==> config.mk <==
export PLATFORM = sky130hd
export DESIGN_NAME = ax_rt_unit_gate
export DESIGN_NICKNAME = d
export VERILOG_FILES = /design/src/rtl/ax_rt_unit_gate.sv
export SDC_FILE = /design/constraint.sdc
export NUM_CORES = 1
export LEC_CHECK = 0
export BUFFER_PORTS_ARGS = -buffer_cell sky130_fd_sc_hd__buf_2
export CORE_MARGIN = 5
export CORE_UTILIZATION = 40
export CTS_CLUSTER_SIZE = 10
export DETAILED_ROUTE_END_ITERATION = 10
export GPL_ROUTABILITY_DRIVEN = 0
export PLACE_DENSITY = 0.68
export REMOVE_ABC_BUFFERS = 1
export SLEW_MARGIN = 5
export SYNTH_ARGS = -nofsm -noshare
export SYNTH_HDL_FRONTEND = slang
export SYNTH_SLANG_ARGS = --single-unit
==> constraint.sdc <==
create_clock -name clk_i -period 2.9 [get_ports clk_i]
set_input_delay 0.145 -clock clk_i [delete_from_list [all_inputs] [get_ports clk_i]]
set_output_delay 0.145 -clock clk_i [all_outputs]
set_load 0.1 [all_outputs]
==> src/rtl/ax_rt_unit_gate.sv <==
// AX-channel gate: blocks new AX on budget exhaustion, outstanding limit or isolation,
// while keeping an already-presented AX valid until it is accepted downstream.
module ax_rt_unit_gate #(
  parameter int unsigned MaxOutstanding = 8,
  parameter int unsigned BytesWidth     = 16,
  parameter int unsigned CntWidth       = $clog2(MaxOutstanding + 1)
) (
  input  logic                  clk_i,
  input  logic                  rst_i,
  input  logic                  enable_i,
  input  logic                  budget_spent_i,
  input  logic                  isolate_i,
  input  logic                  slv_ax_valid_i,
  output logic                  slv_ax_ready_o,
  input  logic [7:0]            slv_ax_len_i,
  input  logic [2:0]            slv_ax_size_i,
  output logic                  mst_ax_valid_o,
  input  logic                  mst_ax_ready_i,
  input  logic                  rsp_done_i,
  output logic [BytesWidth-1:0] ax_bytes_o,
  output logic                  ax_happening_o,
  output logic [CntWidth-1:0]   outstanding_o,
  output logic                  gated_o,
  output logic                  isolated_o
);

  typedef enum logic [1:0] {
    PASS     = 2'd0,
    DRAIN    = 2'd1,
    ISOLATED = 2'd2
  } state_e;

  state_e                state_q;
  logic                  pending_q, pending_d;
  logic [CntWidth-1:0]   cnt_q, cnt_d;
  logic                  isolated_q;
  logic                  at_max;
  logic                  block_new;
  logic                  mst_valid;
  logic                  handshake;
  logic                  done_eff;
  logic [BytesWidth-1:0] beats;

  assign at_max    = (cnt_q == CntWidth'(MaxOutstanding));
  assign block_new = (enable_i & budget_spent_i) | isolate_i | at_max | (state_q != PASS);
  // A presented-but-unaccepted AX stays valid whatever the gate decides.
  assign mst_valid = pending_q | (slv_ax_valid_i & ~block_new);
  assign handshake = mst_valid & mst_ax_ready_i;

  assign beats          = BytesWidth'(slv_ax_len_i) + BytesWidth'(1);
  assign ax_bytes_o     = beats << slv_ax_size_i;
  assign mst_ax_valid_o = mst_valid;
  assign slv_ax_ready_o = handshake;
  assign ax_happening_o = handshake;
  assign gated_o        = block_new & ~pending_q;
  assign outstanding_o  = cnt_q;
  assign isolated_o     = isolated_q;

  // Outstanding count and valid-hold tracking; responses at zero are stale and dropped.
  always_comb begin
    cnt_d     = cnt_q;
    pending_d = mst_valid & ~mst_ax_ready_i;
    done_eff  = rsp_done_i && (cnt_q != '0);
    if (handshake && !done_eff && !at_max) begin
      cnt_d = cnt_q + CntWidth'(1);
    end else if (done_eff && !handshake) begin
      cnt_d = cnt_q - CntWidth'(1);
    end
  end

  always_ff @(posedge clk_i) begin
    if (rst_i) begin
      state_q    <= PASS;
      pending_q  <= 1'b0;
      cnt_q      <= '0;
      isolated_q <= 1'b0;
    end else begin
      pending_q  <= pending_d;
      cnt_q      <= cnt_d;
      isolated_q <= 1'b0;
      case (state_q)
        PASS: begin
          if (isolate_i) state_q <= DRAIN;
        end
        DRAIN: begin
          if (!isolate_i) begin
            state_q <= PASS;
          end else if ((cnt_q == '0) && !pending_q) begin
            state_q    <= ISOLATED;
            isolated_q <= 1'b1;
          end
        end
        ISOLATED: begin
          if (!isolate_i) begin
            state_q <= PASS;
          end else begin
            isolated_q <= 1'b1;
          end
        end
        default: state_q <= PASS;
      endcase
    end
  end

endmodule

# Word level (Yosys, flattened, before mapping)
# Index checks and enable logic that the tools add are counted.
# word_totals
word_cells	52
in_bits	19
ff_bits	8
output_inout_bits	25
# classes
n_eq_ne	6
bitwise_logic	12
add_sub_neg	3
shift	1
muxes	11
reduce_logical	15
# ops
cell	count
9-bit by 3-bit << shifter with 16-bit output	1
8-bit by 1-bit adder with 9-bit output (second input constant)	1
2-bit two-way mux	4
4-bit two-way mux	2
2-bit one-hot mux with 3 select lines	1
1-bit bitwise AND	5
1-bit logical AND	5
4-bit by 1-bit adder with 4-bit output (second input constant)	1
4-bit equality test (second input constant)	1
1-bit logical NOT	4
4-bit logical NOT	1
2-bit inequality test (second input constant)	2
1-bit bitwise OR	4
2-bit nonzero test	2
4-bit nonzero test	1
4-bit by 1-bit subtractor with 4-bit output (second input constant)	1
1-bit two-way mux	3
3-bit inequality test (second input constant)	1
1-bit inverter	3
3-bit AND reduction	1
2-bit by 1-bit equality test with 1-bit output (second input constant)	1
2-bit equality test (second input constant)	1
2-bit logical NOT	1
1-bit one-hot mux with 2 select lines	1

# Longest topological paths before layout
# Gate-level depths: netlist of run 1.
# logic_depth
depth_word	12
depth_mapped	11
depth_no_buf	11

# Worst setup path after synthesis of run 1
# OpenSTA, ideal clock, no wires.
# synth_timing
path_kind	register -> output
startpoint	register cnt_q[3], in the netlist outstanding_o[3]
endpoint	output port gated_o
required_ns	2.755
path_stages_with_launch	3
slack_ns	-0.413
path_buffers	0
arrival_ns	3.168
path_cell_list	dfxtp_1 or4b_4 a31oi_1
# synth_via
elab_chain_cells	4
# synth_lines
element	line_no	rtl
start, declared	35	logic [CntWidth-1:0] cnt_q, cnt_d;
start signal, assigned	79	cnt_q <= cnt_d;
4-bit equality test	44	assign at_max = (cnt_q == CntWidth'(MaxOutstanding));
1-bit bitwise OR (2 in a row)	45	assign block_new = (enable_i & budget_spent_i) | isolate_i | at_max | (state_q != PASS);
1-bit bitwise AND	55	assign gated_o = block_new & ~pending_q;
end, declared	23	output logic gated_o,
# Every way passes these cells.

# Final worst setup path of run 1
# layout_timing
startpoint	register state_q[1]
endpoint	register cnt_q[3], in the netlist outstanding_o[3]
# layout_via
elab_chain_cells	9
elab_cells_between_ends	12
classes_between	1 x mux; 5 x bitwise; 6 x reduce/logical
# layout_lines
element	line_no	rtl
start, declared	33	state_e state_q;
start signal, assigned	73	state_q <= PASS;
start signal, assigned	83	if (isolate_i) state_q <= DRAIN;
start signal, assigned	87	state_q <= PASS;
2-bit nonzero test *	45	
1-bit bitwise OR *	45	
1-bit inverter *	47	assign mst_valid = pending_q | (slv_ax_valid_i & ~block_new);
1-bit bitwise AND *	47	
1-bit bitwise OR *	47	
1-bit bitwise AND *	48	assign handshake = mst_valid & mst_ax_ready_i;
1-bit logical AND or 1-bit logical NOT (tied branches)	64, 66	
1-bit logical AND (on tied branches)	64, 66	
4-bit two-way mux or 2-bit nonzero test (tied branches)	n/a	
# Mark *: on every way between the ends. The rest lies on a longest branch, timed or not.
# A chain may end at the register's enable or synchronous reset.

==> flow_summary_export.csv, run 1 <==
group,metric,value,unit
critical_path,setup.worst_path.start_class,"flop",
layout,utilization,0.506,
logic_synthesis,ys_types,53,
worst_hold_path,worst_hold_path_type,"input port to flop",
detailed_routing,drcViolationCount,0,
detailed_routing,wl_per_cell,14.3,um
layout,antenna-diode-count,0,
timing,grt_setup_unrepaired,"no",
cts,tritoncts,"done",
detailed_routing,initialDrtViolationCount,122,
critical_path,cp.required,3.04,ns
worst_hold_path,min_delay_path_depth,2,
critical_path,endpoint_kind,"flop",
timing,timing.fmax,381,MHz
critical_path,crit_path_frequent_cell,"sky130_fd_sc_hd__ha_1",
placed_design,detailed_place.area,1350,um^2
logic_synthesis,yosys_warnings,0,
logic_synthesis,main_combinational_cell_family_by_area_after_synthesis,"simple AND/OR/NAND/NOR gates",
critical_path,type_of_the_setup_path_with_the_least_slack,"flop to flop",
floorplanning,design.core.area,2730,um^2
floorplanning,dieWidth,63.1,um
grt,grt_remaining_overflow,0,
logic_synthesis,synth-edff-count,0,
logic_synthesis,post_synth_and_or_nand_nor_area_fraction,0.304,
timing,max_slew.worst_pin.slew,0.512,ns
run_status,status,"finished, final reports clean",
cts,clk_latency,0.25,ns
pwr,power.density_cell_area,783,nW/um^2
floorplanning,total_die_area,3980,um^2
timing,hold_slack,0.122,ns
detailed_routing,postRouteAntennaNets,0,
floorplanning,ios,44,
pwr,ir_drop,0.685,mV
pwr,power.static_leakage,0.652,nW
timing,max_slew_margin,0.655,
critical_path,cp_max_fo,4,
detailed_routing,vias_post_dr,1283,
grt,grt_max_degree,19,
critical_path,worst_ep_arrival_time,2.76,ns
placed_design,port-buffer-count,43,
critical_path,rr_worst_depth,11,
critical_path,crit_cells,11,
grt,groute.usage.overall,0.159,
layout,design.final.nets,221,
cts,clock_path_buffers,2,
detailed_routing,initial_drt_pass_iterations,4,
timing,hold_viol_final,0,
critical_path,critPathTopFamily,"compound AO/OA/AOI/OAI gates",
cts,htree_levels,1,
cts,clk_root_buffer_cell,"sky130_fd_sc_hd__clkbuf_4",
cts,holdBufCountCts,0,
critical_path,cp.buffers_inverters,1,
cts,cts_inserted_buffers,3,
logic_synthesis,synthAdderAreaFrac,0.0956,
job,timing.max_cap.violations,0,
layout,finish.instance_area,1380,um^2
timing,final_min_period_over_clock_period,0.906,
logic_synthesis,synth_compound_gate_area_share,0.270,
floorplanning,die_h,63.1,um
logic_synthesis,post_synth_inst_count,152,
grt,global_route_wire_length_before_repair,5440,um
logic_synthesis,synth-seq-area-share,0.142,
detailed_routing,detail_route.wirelength,3190,um
logic_synthesis,netlist_area,1130,um^2
timing,final-max-slew-violation-count,0,
cts,clkSinkCount,8,
layout,syn_to_final_growth,22.9,%
critical_path,critical_path.cell_chain,"inv_1 > ha_1 > nand2b_1 > o31a_1 > nand3b_1 > ha_1 > a21o_1 > a21oi_1 > o211ai_1 > o22a_1 > mux2_4",
critical_path,cpPeakStageDelay,0.34,ns
detailed_routing,avgViaCountPerCell,5.75,
logic_synthesis,syn-mean-instance-area,7.41,um^2
logic_synthesis,yosys_register_bits,8,
grt,grt_antenna_before_repair,0,
floorplanning,placement_rows,19,
logic_synthesis,ys.flop_type,"sky130_fd_sc_hd__dfxtp_1",
logic_synthesis,multiplexer_share_of_the_synthesized_area,0.0878,
timing,setup_viol,0,
cts,clk_pin_slew_worst_paths,0.06,ns
timing,period_needed,2.63,ns
timing,skew,0.00502,ns
layout,layout-drive-gt1-share,0.286,
grt,grt_pass1_vias,1254,
placed_design,detailedPlacementHpwl,2600,um
logic_synthesis,synth_async_sr_flop_share,0,
logic_synthesis,synth_xor_area_frac,0.0467,
critical_path,timing.critical_path.slowest_stage_cell,"sky130_fd_sc_hd__dfxtp_1",
floorplanning,initial_core_util,0.412,
## worst paths after layout
| check | from | endpoint | slack (ns) |
|---|---|---|---|
| hold reg to reg | state_q[1]$_SDFFE_PP0P_ | state_q[1]$_SDFFE_PP0P_ | 0.50 |
| setup / recovery | state_q[1]$_SDFFE_PP0P_ | outstanding_o[3]$_SDFFE_PP0P_ | 0.27 |
| setup reg to reg | state_q[1]$_SDFFE_PP0P_ | outstanding_o[3]$_SDFFE_PP0P_ | 0.27 |
| hold / removal | mst_ax_ready_i | pending_q$_SDFF_PP0_ | 0.12 |
## placed cells by master (no fill, tap or decap), types with 3 or more instances in the layout
master,n
sky130_fd_sc_hd__a21oi_1,6
sky130_fd_sc_hd__and2_1,5
sky130_fd_sc_hd__buf_2,43
sky130_fd_sc_hd__clkbuf_4,3
sky130_fd_sc_hd__dfxtp_1,8
sky130_fd_sc_hd__ha_1,7
sky130_fd_sc_hd__inv_1,6
sky130_fd_sc_hd__mux2_2,3
sky130_fd_sc_hd__mux2i_1,5
sky130_fd_sc_hd__nand2_1,14
sky130_fd_sc_hd__nand2b_1,3
sky130_fd_sc_hd__nand3_1,6
sky130_fd_sc_hd__nand4_1,5
sky130_fd_sc_hd__nor2_1,15
sky130_fd_sc_hd__nor3_1,3
sky130_fd_sc_hd__o211ai_1,4
sky130_fd_sc_hd__o21ai_0,4
sky130_fd_sc_hd__xor2_1,4
## power breakdown
part	internal, mW	leakage, nW	switching [mW]
combinational	0.220	0.573	0.587
clock	0.0474	0.0138	0.0379
sequential	0.141	0.0656	0.0514
total	0.408	0.652	0.676
## Yosys cell counts, types with 4 or more instances
cell                       count  share of area
sky130_fd_sc_hd__nand4_1       5          0.028
sky130_fd_sc_hd__xor2_1        4          0.031
sky130_fd_sc_hd__a21oi_1       6          0.027
sky130_fd_sc_hd__o211ai_1      4          0.027
sky130_fd_sc_hd__inv_1         6          0.020
sky130_fd_sc_hd__o21ai_0       4          0.018
sky130_fd_sc_hd__dfxtp_1       8           0.14
sky130_fd_sc_hd__nand2_1      14          0.047
sky130_fd_sc_hd__mux2i_1       5          0.044
sky130_fd_sc_hd__clkbuf_1      6          0.020
sky130_fd_sc_hd__nor2_1       15          0.050
sky130_fd_sc_hd__nand3_1       6          0.027
sky130_fd_sc_hd__ha_1          7          0.078
sky130_fd_sc_hd__and2_1        5          0.028
## kinds of logic (layout without fill, tap and decap cells)
kind of cell    after synthesis  in the layout
simple gates                 65             65
compound gates               41             41
buf+inv                      15             55
mux                           9              9
fa+ha+maj                     8              8
flops                         8              8
xor+xnor                      6              6
## final cells by class
cell class | count | area (um^2)
clock buffer | 3 | 22.5
fill | 267 | 1350
timing repair buffer | 45 | 230
sequential | 8 | 160
tap | 31 | 38.8
inverter | 7 | 26.3
multi-input combinational | 129 | 906
## per-stage QoR
step                setup slack (ns)  setup TNS (ns)  std cells  total power, mW
finish                         0.273               0        223             1.08
global route                  0.0503               0        223             1.17
CTS                            0.212               0        221             1.08
detailed placement             0.230               0        218            0.993
global placement               0.354               0        218            0.974
floorplan                     -0.566           -1.56        144            0.844
## repair_timing
item                                    CTS  global route
gates resized for setup                   0             0
endpoints found under the setup margin    0             1
setup buffers                             0             2
## sequential cells by signal (all words and copies together) (netlist names)
name	flops
pending_q	1
isolated_o	1
outstanding_o	4
state_q	2
## layer usage
metal  up-vias  share of wire  GRT usage
li1        664              -          -
met1       579           0.45      0.196
met2        36           0.48      0.283
met3         4          0.067     0.0266
met4         0         0.0066     0.0424
met5         -              0          0
## worst reg2reg max path, delay by kind of cell, from the launching register on
family                   cells  cell delay [ns]
flip-flops                   1             0.34
adder cells (fa/ha/maj)      2             0.47
AO/OA/AOI/OAI                5             1.01
multiplexers                 1             0.29
AND/OR/NAND/NOR              2             0.30
buffers and inverters        1             0.11
Note: power is estimated with default switching activity, not from simulation.
==> run 2: changes to the inputs <==
- CORE_UTILIZATION: 40 -> 30
- PLACE_DENSITY: 0.68 -> unset
==> flow_summary_export.csv, run 2 (synthesized netlist as in run 1, its figures left out) <==
group,metric,value,unit
timing,period_needed,2.63,ns
detailed_routing,routed-wl-met2,1400,um
detailed_routing,postRouteAntennaNets,0,
critical_path,cp.required,3.01,ns
cts,htree_levels,1,
cts,clk_pin_slew_worst_paths,0.04,ns
grt,groute.usage.overall,0.124,
timing,postLayoutSetupSlackWorst,0.272,ns
layout,design.final.nets,220,
critical_path,crit_cells,11,
placed_design,detailedPlacementHpwl,2460,um
critical_path,rr_worst_depth,11,
job,timing.max_cap.violations,0,
pwr,ir_drop,0.533,mV
critical_path,reg2reg_to,"outstanding_o[3]$_SDFFE_PP0P_",
timing,max_slew_margin,0.672,
critical_path,worst_ep_arrival_time,2.74,ns
floorplanning,die_h,71.3,um
detailed_routing,wl_per_cell,12.5,um
grt,grt_antenna_before_repair,0,
timing,hold_viol_final,0,
detailed_routing,avgViaCountPerCell,5.29,
cts,clock_path_buffers,2,
floorplanning,initial_core_util,0.308,
grt,global_route_wire_length_before_repair,5360,um
layout,largest_reg_flops,4,
timing,skew,0.000176,ns
timing,final-max-slew-violation-count,0,
critical_path,endpoint_kind,"flop",
detailed_routing,vias_post_dr,1265,
pwr,power.static_leakage,0.657,nW
detailed_routing,dr.max_layer_used,"met3",
critical_path,critical_path.endpoint,"outstanding_o[3]$_SDFFE_PP0P_",
timing,timing.fmax,381,MHz
floorplanning,design.core.area,3660,um^2
critical_path,cp.buffers_inverters,1,
cts,clk_latency,0.22,ns
critical_path,type_of_the_setup_path_with_the_least_slack,"flop to flop",
detailed_routing,initial_drt_pass_iterations,4,
critical_path,timing.critical_path.slowest_stage_cell,"sky130_fd_sc_hd__ha_1",
grt,grt_remaining_overflow,0,
critical_path,critical_path.cell_chain,"inv_1 > ha_1 > nand2b_1 > o31a_1 > nand3b_1 > ha_1 > a21o_1 > a21oi_1 > o211ai_1 > o22a_1 > mux2_4",
layout,final_cell_mix,"sky130_fd_sc_hd__buf_2, sky130_fd_sc_hd__nor2_1, sky130_fd_sc_hd__nand2_1",
cts,post_cts_buffers,0,
cts,clkSinkCount,8,
floorplanning,dieWidth,71.3,um
critical_path,crit_path_frequent_cell,"sky130_fd_sc_hd__ha_1",
cts,post_cts_resized,0,
placed_design,dp_slack,0.273,ns
floorplanning,total_die_area,5080,um^2
detailed_routing,initialDrtViolationCount,102,
timing,hold_slack,0.140,ns
floorplanning,placement_rows,22,
detailed_routing,detail_route.wirelength,3000,um
grt,grt_max_degree,19,
layout,layout-drive-gt1-share,0.283,
layout,most_common_library_cell_in_the_layout_ignoring_fill_and_taps,"sky130_fd_sc_hd__buf_2",
placed_design,detailed_place.area,1380,um^2
critical_path,cpPeakStageDelay,0.33,ns
grt,grt_pass1_vias,1211,
critical_path,critPathTopFamily,"compound AO/OA/AOI/OAI gates",
run_status,status,"finished, final reports clean",
critical_path,cp_max_fo,4,
floorplanning,ios,44,
timing,max_slew.worst_pin.slew,0.495,ns
cts,clk_root_buffer_cell,"sky130_fd_sc_hd__clkbuf_8",
detailed_routing,drcViolationCount,0,
cts,tritoncts,"done",
layout,antenna-diode-count,0,
cts,holdBufCountCts,0,
layout,syn_to_final_growth,25.8,%
timing,setup_viol,0,
critical_path,setup.worst_path.start_class,"flop",
critical_path,timing.critical_path.from,"state_q[0]$_SDFFE_PP0P_",
critical_path,r2r_setup_slk,0.27,ns
detailed_routing,routedLengthMet1,1310,um
detailed_routing,met3WireLength,290,um
worst_hold_path,worst_hold_path_type,"input port to flop",
layout,finish.instance_area,1420,um^2
placed_design,port-buffer-count,43,
cts,cts_inserted_buffers,3,
layout,utilization,0.387,
critical_path,reg2reg_from,"state_q[0]$_SDFFE_PP0P_",
timing,grt_setup_unrepaired,"no",
timing,final_min_period_over_clock_period,0.906,
pwr,power.density_cell_area,790,nW/um^2
run 2: changes by cell type in the layout (fill, tap and decap cells not counted), sizes merged:
cell | previous run | this run
buf | 45 | 44
run 2: report_power, final:
group	switching (mW)	internal [mW]	leakage, nW
logic	0.582	0.219	0.570
registers	0.0431	0.141	0.0656
clock network	0.0426	0.0898	0.0216
total	0.668	0.451	0.657
run 2: area by class of cell:
type,instances,area (um^2)
Timing Repair Buffer,44,223
Sequential cell,8,160
Inverter,7,26.3
Tap cell,48,60.1
Clock buffer,3,41.3
Multi-Input combinational cell,129,906
Fill cell,400,2240
run 2: how the worst min path moves through the flow:
| stage | cells past startpoint | slack [ns] | to | startpoint |
|---|---|---|---|---|
| detailed placement | 2 | 0.37 | pending_q$_SDFF_PP0_ | mst_ax_ready_i |
| floorplan | 1 | 0.21 | state_q[1]$_SDFFE_PP0P_ | rst_i |
| global route | 2 | 0.15 | pending_q$_SDFF_PP0_ | mst_ax_ready_i |
| global placement | 2 | 0.37 | pending_q$_SDFF_PP0_ | mst_ax_ready_i |
| CTS | 2 | 0.13 | pending_q$_SDFF_PP0_ | mst_ax_ready_i |
| finish | 2 | 0.14 | pending_q$_SDFF_PP0_ | mst_ax_ready_i |
run 2: per-stage QoR:
step	power [mW]	instances	setup TNS, ns
2_1_floorplan	0.844	144	-1.56
3_3_place_gp	0.988	236	0
3_5_place_dp	0.991	236	0
4_1_cts	1.13	239	0
5_1_grt	1.21	239	0
6_report	1.12	239	0
run 2: layer usage:
metal | vias up | global-route usage
li1 | 658 | -
met1 | 550 | 0.164
met2 | 57 | 0.210
met3 | 0 | 0.0365
met4 | 0 | 0.00626
met5 | - | 0
==> run 3: changes to the inputs <==
- PLACE_DENSITY_LB_ADDON: unset -> 0.05
==> flow_summary_export.csv, run 3 (synthesized netlist as in run 1, its figures left out) <==
group,metric,value,unit
floorplanning,ios,44,
detailed_routing,wl_per_cell,13.9,um
cts,post_cts_buffers,0,
critical_path,setup.worst_path.start_class,"flop",
floorplanning,design.core.area,3660,um^2
grt,grt_pass1_vias,1218,
pwr,total_switching_power,0.676,mW
timing,timing.fmax,379,MHz
worst_hold_path,worst_hold_path_type,"input port to flop",
cts,clock_path_buffers,2,
critical_path,critPathTopFamily,"compound AO/OA/AOI/OAI gates",
critical_path,worst_ep_arrival_time,2.75,ns
placed_design,detailedPlacementHpwl,2710,um
pwr,power.static_leakage,0.657,nW
timing,final_min_period_over_clock_period,0.911,
grt,groute.usage.overall,0.136,
cts,clk_root_buffer_cell,"sky130_fd_sc_hd__clkbuf_8",
pwr,power.density_cell_area,796,nW/um^2
cts,holdBufCountCts,0,
pwr,report.power.total,1.13,mW
layout,final-instance-count-excl-fill,239,
layout,seq_area,160,um^2
floorplanning,initial_core_util,0.308,
timing,skew,0.00116,ns
layout,multi_input_area,906,um^2
timing,hold_slack,0.154,ns
layout,design.final.nets,220,
floorplanning,dieWidth,71.3,um
cts,tritoncts,"done",
layout,most_common_library_cell_in_the_layout_ignoring_fill_and_taps,"sky130_fd_sc_hd__buf_2",
layout,final_cell_mix,"sky130_fd_sc_hd__buf_2, sky130_fd_sc_hd__nor2_1, sky130_fd_sc_hd__nand2_1",
pwr,seq_power_share,0.164,
critical_path,type_of_the_setup_path_with_the_least_slack,"flop to flop",
grt,grt_max_degree,19,
cts,clk_pin_slew_worst_paths,0.04,ns
placed_design,dp_cells,236,
timing,max_slew_margin,0.676,
critical_path,cp_max_fo,4,
timing,setup_viol,0,
detailed_routing,drcViolationCount,0,
pwr,pwr-share-comb,0.719,
critical_path,endpoint_kind,"flop",
cts,cts_inserted_buffers,3,
detailed_routing,vias_post_dr,1297,
critical_path,cpPeakStageDelay,0.33,ns
timing,hold_viol_final,0,
layout,antenna-diode-count,0,
cts,clk_latency,0.23,ns
cts,clkSinkCount,8,
pwr,intPower,0.451,mW
timing,fin_setup_tns,0,ns
detailed_routing,initialDrtViolationCount,83,
layout,filler_cell_count,398,
grt,grt_antenna_before_repair,0,
floorplanning,die_h,71.3,um
timing,max_slew.worst_pin.slew,0.489,ns
detailed_routing,avgViaCountPerCell,5.43,
layout,finish.instance_area,1420,um^2
critical_path,critical_path.cell_chain,"inv_1 > ha_1 > nand2b_1 > o31a_1 > nand3b_1 > ha_1 > a21o_1 > a21oi_1 > o211ai_1 > o22a_1 > mux2_4",
pwr,netSwitchingFraction,0.600,
critical_path,timing.critical_path.slowest_stage_cell,"sky130_fd_sc_hd__ha_1",
timing,postLayoutSetupSlackWorst,0.259,ns
layout,utilization,0.387,
layout,largest_reg_flops,4,
placed_design,detailed_place.area,1380,um^2
critical_path,crit_path_frequent_cell,"sky130_fd_sc_hd__ha_1",
critical_path,cp.required,3.01,ns
pwr,power_frac_clock,0.117,
timing,period_needed,2.64,ns
cts,post_cts_resized,0,
floorplanning,total_die_area,5080,um^2
floorplanning,placement_rows,22,
cts,htree_levels,1,
detailed_routing,postRouteAntennaNets,0,
job,timing.max_cap.violations,0,
timing,final-max-slew-violation-count,0,
grt,grt_remaining_overflow,0,
grt,global_route_wire_length_before_repair,5720,um
layout,syn_to_final_growth,25.8,%
placed_design,port-buffer-count,43,
critical_path,cp.buffers_inverters,1,
timing,grt_setup_unrepaired,"no",
pwr,ir_drop,0.338,mV
detailed_routing,initial_drt_pass_iterations,4,
placed_design,dp_slack,0.261,ns
run_status,status,"finished, final reports clean",
detailed_routing,detail_route.wirelength,3310,um
layout,layout-drive-gt1-share,0.283,
-- run 3: layout make-up --
type / instances / area share
multi-input cells: 129 / 0.640
repair buffers: 44 / 0.157
flip-flops and latches: 8 / 0.113
well taps: 48 / 0.0424
clock buffers: 3 / 0.0292
inverters: 7 / 0.0186
-- run 3: layer usage --
layer	wire length [um]	share of wire	track usage
met4	0	0	0.0125
met3	188	0.057	0.0435
met1	1710	0.52	0.206
met5	0	0	0
met2	1420	0.43	0.192
-- run 3: final timing paths --
path	start	end	slack, ns	depth (start not counted)
setup / recovery	state_q[1]$_SDFFE_PP0P_	outstanding_o[3]$_SDFFE_PP0P_	0.26	11
hold / removal	mst_ax_ready_i	pending_q$_SDFF_PP0_	0.15	2
setup reg to reg	state_q[1]$_SDFFE_PP0P_	outstanding_o[3]$_SDFFE_PP0P_	0.26	11
hold reg to reg	state_q[1]$_SDFFE_PP0P_	state_q[1]$_SDFFE_PP0P_	0.48	2
-- run 3: power by group through the flow --
stage	Combinational, mW	Clock, mW	Sequential (mW)
final	0.811	0.132	0.184
after global routing	0.868	0.146	0.193
after CTS	0.814	0.137	0.185
after detailed placement	0.812	0	0.187
after global placement	0.805	0	0.185
after floorplan	0.509	0	0.335
